### src/rtl/mem_arb_pkg.sv
// Shared types and helpers for the round-robin SRAM arbiter.
// Widths here are defaults; modules recompute ID_W from NUM_REQ.
package mem_arb_pkg;

    localparam int DEF_NUM_REQ    = 2;
    localparam int DEF_ADDR_WIDTH = 8;
    localparam int DEF_DATA_WIDTH = 16;

    typedef enum logic {
        OP_READ  = 1'b0,
        OP_WRITE = 1'b1
    } op_e;

    function automatic int id_w(input int n);
        return (n > 1) ? $clog2(n) : 1;
    endfunction

    function automatic int slice_lo(input int idx, input int width);
        return idx * width;
    endfunction

    localparam int ID_W = id_w(DEF_NUM_REQ);

endpackage

### src/rtl/mem_arbiter_if.sv
// Requester-side bus: flattened request handshake plus tagged read return.
interface mem_arbiter_if
    import mem_arb_pkg::*;
#(
    parameter int NUM_REQ    = DEF_NUM_REQ,
    parameter int ADDR_WIDTH = DEF_ADDR_WIDTH,
    parameter int DATA_WIDTH = DEF_DATA_WIDTH
);
    logic [NUM_REQ-1:0]            req_valid;
    logic [NUM_REQ-1:0]            req_ready;
    logic [NUM_REQ-1:0]            req_we;
    logic [NUM_REQ*ADDR_WIDTH-1:0] req_addr;
    logic [NUM_REQ*DATA_WIDTH-1:0] req_wdata;
    logic [NUM_REQ-1:0]            rsp_valid;
    logic [DATA_WIDTH-1:0]         rsp_rdata;

    modport master (
        output req_valid, req_we, req_addr, req_wdata,
        input  req_ready, rsp_valid, rsp_rdata
    );

    modport slave (
        input  req_valid, req_we, req_addr, req_wdata,
        output req_ready, rsp_valid, rsp_rdata
    );
endinterface

### src/rtl/rr_arbiter.sv
// Round-robin picker: search starts at ptr, ascending with wrap.
// ptr moves to winner+1 only when a grant is taken.
module rr_arbiter
    import mem_arb_pkg::*;
#(
    parameter  int NUM_REQ = DEF_NUM_REQ,
    localparam int IW      = id_w(NUM_REQ)
) (
    input  logic               clk,
    input  logic               rst_n,
    input  logic [NUM_REQ-1:0] req_valid,
    input  logic               take,
    output logic [NUM_REQ-1:0] grant,
    output logic [IW-1:0]      win
);
    logic [IW-1:0] ptr;
    logic [IW:0]   idx;
    logic          found;

    always_comb begin
        grant = '0;
        win   = '0;
        found = 1'b0;
        idx   = '0;
        for (int i = 0; i < NUM_REQ; i++) begin
            idx = {1'b0, ptr} + (IW+1)'(i);
            if (idx >= (IW+1)'(NUM_REQ))
                idx = idx - (IW+1)'(NUM_REQ);
            if (!found && rst_n && req_valid[idx[IW-1:0]]) begin
                found = 1'b1;
                win   = idx[IW-1:0];
            end
        end
        if (found)
            grant[win] = 1'b1;
    end

    always_ff @(posedge clk or negedge rst_n) begin
        if (!rst_n)
            ptr <= '0;
        else if (take)
            ptr <= (win == IW'(NUM_REQ-1)) ? '0 : win + 1'b1;
    end

endmodule

### src/rtl/mem_arbiter.sv
// Shares one synchronous-read SRAM among NUM_REQ requesters.
// S1 drives the SRAM pins, S2 tags the returning read data.
module mem_arbiter
    import mem_arb_pkg::*;
#(
    parameter int NUM_REQ    = DEF_NUM_REQ,
    parameter int ADDR_WIDTH = DEF_ADDR_WIDTH,
    parameter int DATA_WIDTH = DEF_DATA_WIDTH
) (
    input  logic                  clk,
    input  logic                  rst_n,
    mem_arbiter_if.slave          bus,
    output logic                  mem_ce,
    output logic                  mem_we,
    output logic [ADDR_WIDTH-1:0] mem_addr,
    output logic [DATA_WIDTH-1:0] mem_din,
    input  logic [DATA_WIDTH-1:0] mem_dout
);
    localparam int IW = id_w(NUM_REQ);

    logic [NUM_REQ-1:0] grant;
    logic [IW-1:0]      win;
    logic               take;
    logic [IW-1:0]      s1_id;
    op_e                s1_op;
    logic               s2_vld;
    logic [IW-1:0]      s2_id;
    logic [NUM_REQ-1:0] rsp_vec;

    assign take          = |grant;
    assign bus.req_ready = grant;

    rr_arbiter #(.NUM_REQ(NUM_REQ)) u_rr (
        .clk       (clk),
        .rst_n     (rst_n),
        .req_valid (bus.req_valid),
        .take      (take),
        .grant     (grant),
        .win       (win)
    );

    always_ff @(posedge clk or negedge rst_n) begin
        if (!rst_n) begin
            mem_ce   <= 1'b0;
            mem_we   <= 1'b0;
            mem_addr <= '0;
            mem_din  <= '0;
            s1_id    <= '0;
            s1_op    <= OP_READ;
        end else if (take) begin
            mem_ce   <= 1'b1;
            mem_we   <= bus.req_we[win];
            mem_addr <= bus.req_addr[slice_lo(int'(win), ADDR_WIDTH) +: ADDR_WIDTH];
            mem_din  <= bus.req_wdata[slice_lo(int'(win), DATA_WIDTH) +: DATA_WIDTH];
            s1_id    <= win;
            s1_op    <= bus.req_we[win] ? OP_WRITE : OP_READ;
        end else begin
            // addr/din hold so the SRAM pins stay quiet when idle
            mem_ce <= 1'b0;
            mem_we <= 1'b0;
        end
    end

    always_ff @(posedge clk or negedge rst_n) begin
        if (!rst_n) begin
            s2_vld <= 1'b0;
            s2_id  <= '0;
        end else begin
            s2_vld <= mem_ce && (s1_op == OP_READ);
            s2_id  <= s1_id;
        end
    end

    always_comb begin
        rsp_vec = '0;
        if (s2_vld)
            rsp_vec[s2_id] = 1'b1;
    end

    assign bus.rsp_valid = rsp_vec;
    assign bus.rsp_rdata = mem_dout;

endmodule

### src/flat_wrapper.sv
// flat-port wrapper written by rule: the top's interface ports become plain ports
module mem_arbiter_flat import mem_arb_pkg::*;
#(
    parameter int NUM_REQ    = DEF_NUM_REQ,
    parameter int ADDR_WIDTH = DEF_ADDR_WIDTH,
    parameter int DATA_WIDTH = DEF_DATA_WIDTH
)
  (clk, rst_n, mem_ce, mem_we, mem_addr, mem_din, mem_dout, bus_req_valid, bus_req_we, bus_req_addr, bus_req_wdata, bus_req_ready, bus_rsp_valid, bus_rsp_rdata);
  mem_arbiter_if #(.NUM_REQ(NUM_REQ), .ADDR_WIDTH(ADDR_WIDTH), .DATA_WIDTH(DATA_WIDTH)) bus_i ();
  input  logic clk;
  input  logic rst_n;
  output logic mem_ce;
  output logic mem_we;
  output logic [ADDR_WIDTH-1:0] mem_addr;
  output logic [DATA_WIDTH-1:0] mem_din;
  input  logic [DATA_WIDTH-1:0] mem_dout;
  input wire logic [$bits(bus_i.req_valid)-1:0] bus_req_valid;
  input wire logic [$bits(bus_i.req_we)-1:0] bus_req_we;
  input wire logic [$bits(bus_i.req_addr)-1:0] bus_req_addr;
  input wire logic [$bits(bus_i.req_wdata)-1:0] bus_req_wdata;
  output wire logic [$bits(bus_i.req_ready)-1:0] bus_req_ready;
  output wire logic [$bits(bus_i.rsp_valid)-1:0] bus_rsp_valid;
  output wire logic [$bits(bus_i.rsp_rdata)-1:0] bus_rsp_rdata;
  assign bus_i.req_valid = bus_req_valid;
  assign bus_i.req_we = bus_req_we;
  assign bus_i.req_addr = bus_req_addr;
  assign bus_i.req_wdata = bus_req_wdata;
  assign bus_req_ready = bus_i.req_ready;
  assign bus_rsp_valid = bus_i.rsp_valid;
  assign bus_rsp_rdata = bus_i.rsp_rdata;
  mem_arbiter #(.NUM_REQ(NUM_REQ), .ADDR_WIDTH(ADDR_WIDTH), .DATA_WIDTH(DATA_WIDTH)) u_core (.clk(clk), .rst_n(rst_n), .bus(bus_i), .mem_ce(mem_ce), .mem_we(mem_we), .mem_addr(mem_addr), .mem_din(mem_din), .mem_dout(mem_dout));
endmodule
### config.mk
export PLATFORM = sky130hd
export DESIGN_NAME = mem_arbiter_flat
export DESIGN_NICKNAME = d
export VERILOG_FILES = /design/src/rtl/mem_arb_pkg.sv /design/src/rtl/mem_arbiter_if.sv /design/src/rtl/rr_arbiter.sv /design/src/rtl/mem_arbiter.sv /design/src/flat_wrapper.sv
export SDC_FILE = /design/constraint.sdc
export NUM_CORES = 1
export LEC_CHECK = 0
export CORE_MARGIN = 2
export CORE_UTILIZATION = 35
export DETAILED_ROUTE_END_ITERATION = 10
export PLACE_DENSITY = 0.8
export REMOVE_ABC_BUFFERS = 1
export SLEW_MARGIN = 20
export SYNTH_ARGS = -nofsm -noshare
export SYNTH_HDL_FRONTEND = slang
export SYNTH_SLANG_ARGS = --single-unit
### constraint.sdc
create_clock -name clk -period 1.3 [get_ports clk]
set_input_delay 0.13 -clock clk [delete_from_list [all_inputs] [get_ports clk]]
set_output_delay 0.13 -clock clk [all_outputs]
set_load 0.02 [all_outputs]
==> flow_summary.ini <==
[outcome]
outcome = finished, final reports clean

[detailed_routing]
drtIter0Drc = 86
drc = 0
wl_met2_mm = 2.48
drt-vias-per-instance = 5.39
drtPass1Iterations = 5
top_layer = met4
drt-total-wl_mm = 5.25
via_count = 1645
antenna_left = 0
post_drt_wl_per_cell_um = 17.2
wl_met3_um = 490
met1Wirelength_mm = 2.24

[timing]
tns_ns = 0
hold_viol_final = 0
hold_slack_ns = 0.0200
rsz0062_at_grt = yes
drv_slew = 0
relSlewSlack_pct = 79.3
max_slew.worst_pin.slew_ns = 0.310
min_period_ns = 1.25
fin_crit_sh_pct = 96.1
timing.fmax_ghz = 0.801
setup_viol = 0
clock_skew_ns = 0.00301

[critical_path]
crit_slowest_cell = dfrtp_1
path_common_cell = nor2_1
worstPathRequired_ns = 1.17
slowest_delay_ns = 0.41
worstSetupPathType = reg -> out
worst_r2r_path_depth = 4
path_cells = nor2b_4 -> nor2_1 -> nor2_1 -> buf_4
r2r-start = u_core.u_rr.ptr$_DFFE_PN0P_
cp-start-kind = flop
rrSetupSlack_ns = 0.08
cp_max_fo = 3
arrival_ns = 1.12
worst_setup_path_end_kind = primary output
r2r-end = u_core.s1_op$_DFFE_PN0P_

[floorplanning]
start_util_pct = 36.3
row_count = 25
dieWidth_um = 73.7
die_y_um = 73.7
ioPinCount = 116
core_um2 = 4690
dieArea_um2 = 5440

[cells_and_area]
syn2layout_area_growth_pct = 49.8
fin_area_um2 = 2550
drive_above_1_share_pct = 12.0
nNetsFinal = 321
final_common_cell = clkdlybuf4s50_1
antenna_cells = 0
final_cell_mix = clkdlybuf4s50_1, dfrtp_1, nor2_1

[synthesis]
avgSynthCellArea_um2 = 9.40
synth_seq_cells = 31
synth_top_area_share_pct = 45.6
yosys.area.top_type = dfrtp_1
synthCells = 181
yosysSeqAreaShare_pct = 45.6
yosysWarnings = 0
synth_area_leaders = dfrtp_1, o2111ai_1, a31oi_1
syn_area_um2 = 1700
ys_types = 19

[power]
sw_frac_of_total_pct = 31.1
p_switching_uw = 857
p_leak_nw = 1.03
p_int_mw = 1.90
power_density_nw_per_um2 = 1080
pwr-share-comb_pct = 31.2
pwr-share-seq_pct = 41.9
pwr-share-clk_pct = 26.9
ir_drop_uv = 450

[grt]
antenna_found_initial = 0
grt_pass1_wl_mm = 8.34
grtUsageTotal_pct = 20.3
grt_max_degree = 29
grt-ovfl-total = 0
grt_pass1_vias = 1626

[placement]
dp_hpwl_mm = 3.72
postPlaceCellArea_um2 = 2500
port_buffers = 83
gp_congestion = 0.795

[cts]
clock_sinks = 31
clk_pin_slew_ns = 0.06
cts_tree = done
clockRootBuffer = clkbuf_8
clk_latency_ns = 0.27
htree_num_levels = 2
clk_path_buf_depth = 2
cts_hold_buf = 0
cts_buffers = 5

[flow_run]
maxCapViolCount = 0

[hold_path]
hold_class = in -> async
## synthesized netlist by cell type (all sizes together)
master,n
o2111ai,25
nor2,29
clkbuf,2
buf,34
a21o,1
inv,2
nand2,1
a31oi,25
a21oi,1
o21ai,26
nor2b,3
dfrtp,31
and2,1
## power groups by stage
| stage | clock, mW | sequential [mW] | combinational, mW |
|---|---|---|---|
| after detailed placement | 0 | 1.18 | 0.946 |
| after floorplan | 0 | 1.33 | 0.218 |
| final | 0.743 | 1.16 | 0.860 |
| after CTS | 0.764 | 1.16 | 0.863 |
| after global routing | 0.824 | 1.18 | 0.931 |
| after global placement | 0 | 1.18 | 0.930 |
## cell type report
class                   count  area, um^2
inverters                   2        10.0
flip-flops and latches     31         776
repair buffers             99         931
multi-input cells         112         677
fillers                   454        2140
clock inverters             1        5.00
clock buffers               6        82.6
well taps                  54        67.6
## registers in the layout, indices dropped and copies added (netlist names)
name,cells
u_core.mem_din,16
u_core.mem_addr,8
u_core.mem_ce,1
u_core.mem_we,1
u_core.s1_id,1
u_core.s1_op,1
u_core.s2_id,1
u_core.s2_vld,1
u_core.u_rr.ptr,1
## how the worst max path moves through the flow
stage / startpoint / slack [ns] / end
2_1_floorplan: u_core.u_rr.ptr$_DFFE_PN0P_ / -0.41 / bus_req_ready[0]
3_3_place_gp: bus_req_valid[1] / -0.37 / bus_req_ready[0]
3_5_place_dp: bus_req_valid[1] / -0.38 / bus_req_ready[0]
4_1_cts: bus_req_valid[1] / 0.003 / u_core.mem_din[15]$_DFFE_PN0P_
5_1_grt: u_core.u_rr.ptr$_DFFE_PN0P_ / -0.03 / u_core.mem_din[15]$_DFFE_PN0P_
6_report: u_core.u_rr.ptr$_DFFE_PN0P_ / 0.05 / bus_req_ready[0]
## per-stage QoR
step	utilization, %	instances	setup slack (ns)	total power, mW
detailed placement	53.3	298	-0.378	2.13
CTS	54.2	305	0.00327	2.79
finish	54.3	305	0.0510	2.76
floorplan	-	145	-0.409	1.55
global placement	53.3	298	-0.371	2.11
global route	54.3	305	-0.0260	2.93
## metal layers
metal	vias to the layer above	track usage (%)
met5	-	5.05
met1	749	26.3
li1	803	-
met4	0	6.46
met2	88	30.8
met3	5	7.82
## critical path, delay by kind of cell (launching register included)
| kind | cells | cell delay (ns) |
|---|---|---|
| flip-flops | 1 | 0.41 |
| AND/OR/NAND/NOR | 3 | 0.29 |
| buffers and inverters | 1 | 0.15 |
## timing repair
item / CTS / global route
pin swaps: 0 / 1
setup buffers: 0 / 0
cloned: 0 / 0
endpoints found under the setup margin: 30 / 28
resized for setup: 36 / 3
## cells by family after synthesis
family / Yosys count / synth area share, %
AO/OA/AOI/OAI: 78 / 31.1
AND/OR/NAND/NOR: 34 / 8.68
buffers and inverters: 38 / 14.6
flip-flops: 31 / 45.6
(Power assumes the default switching activity.)
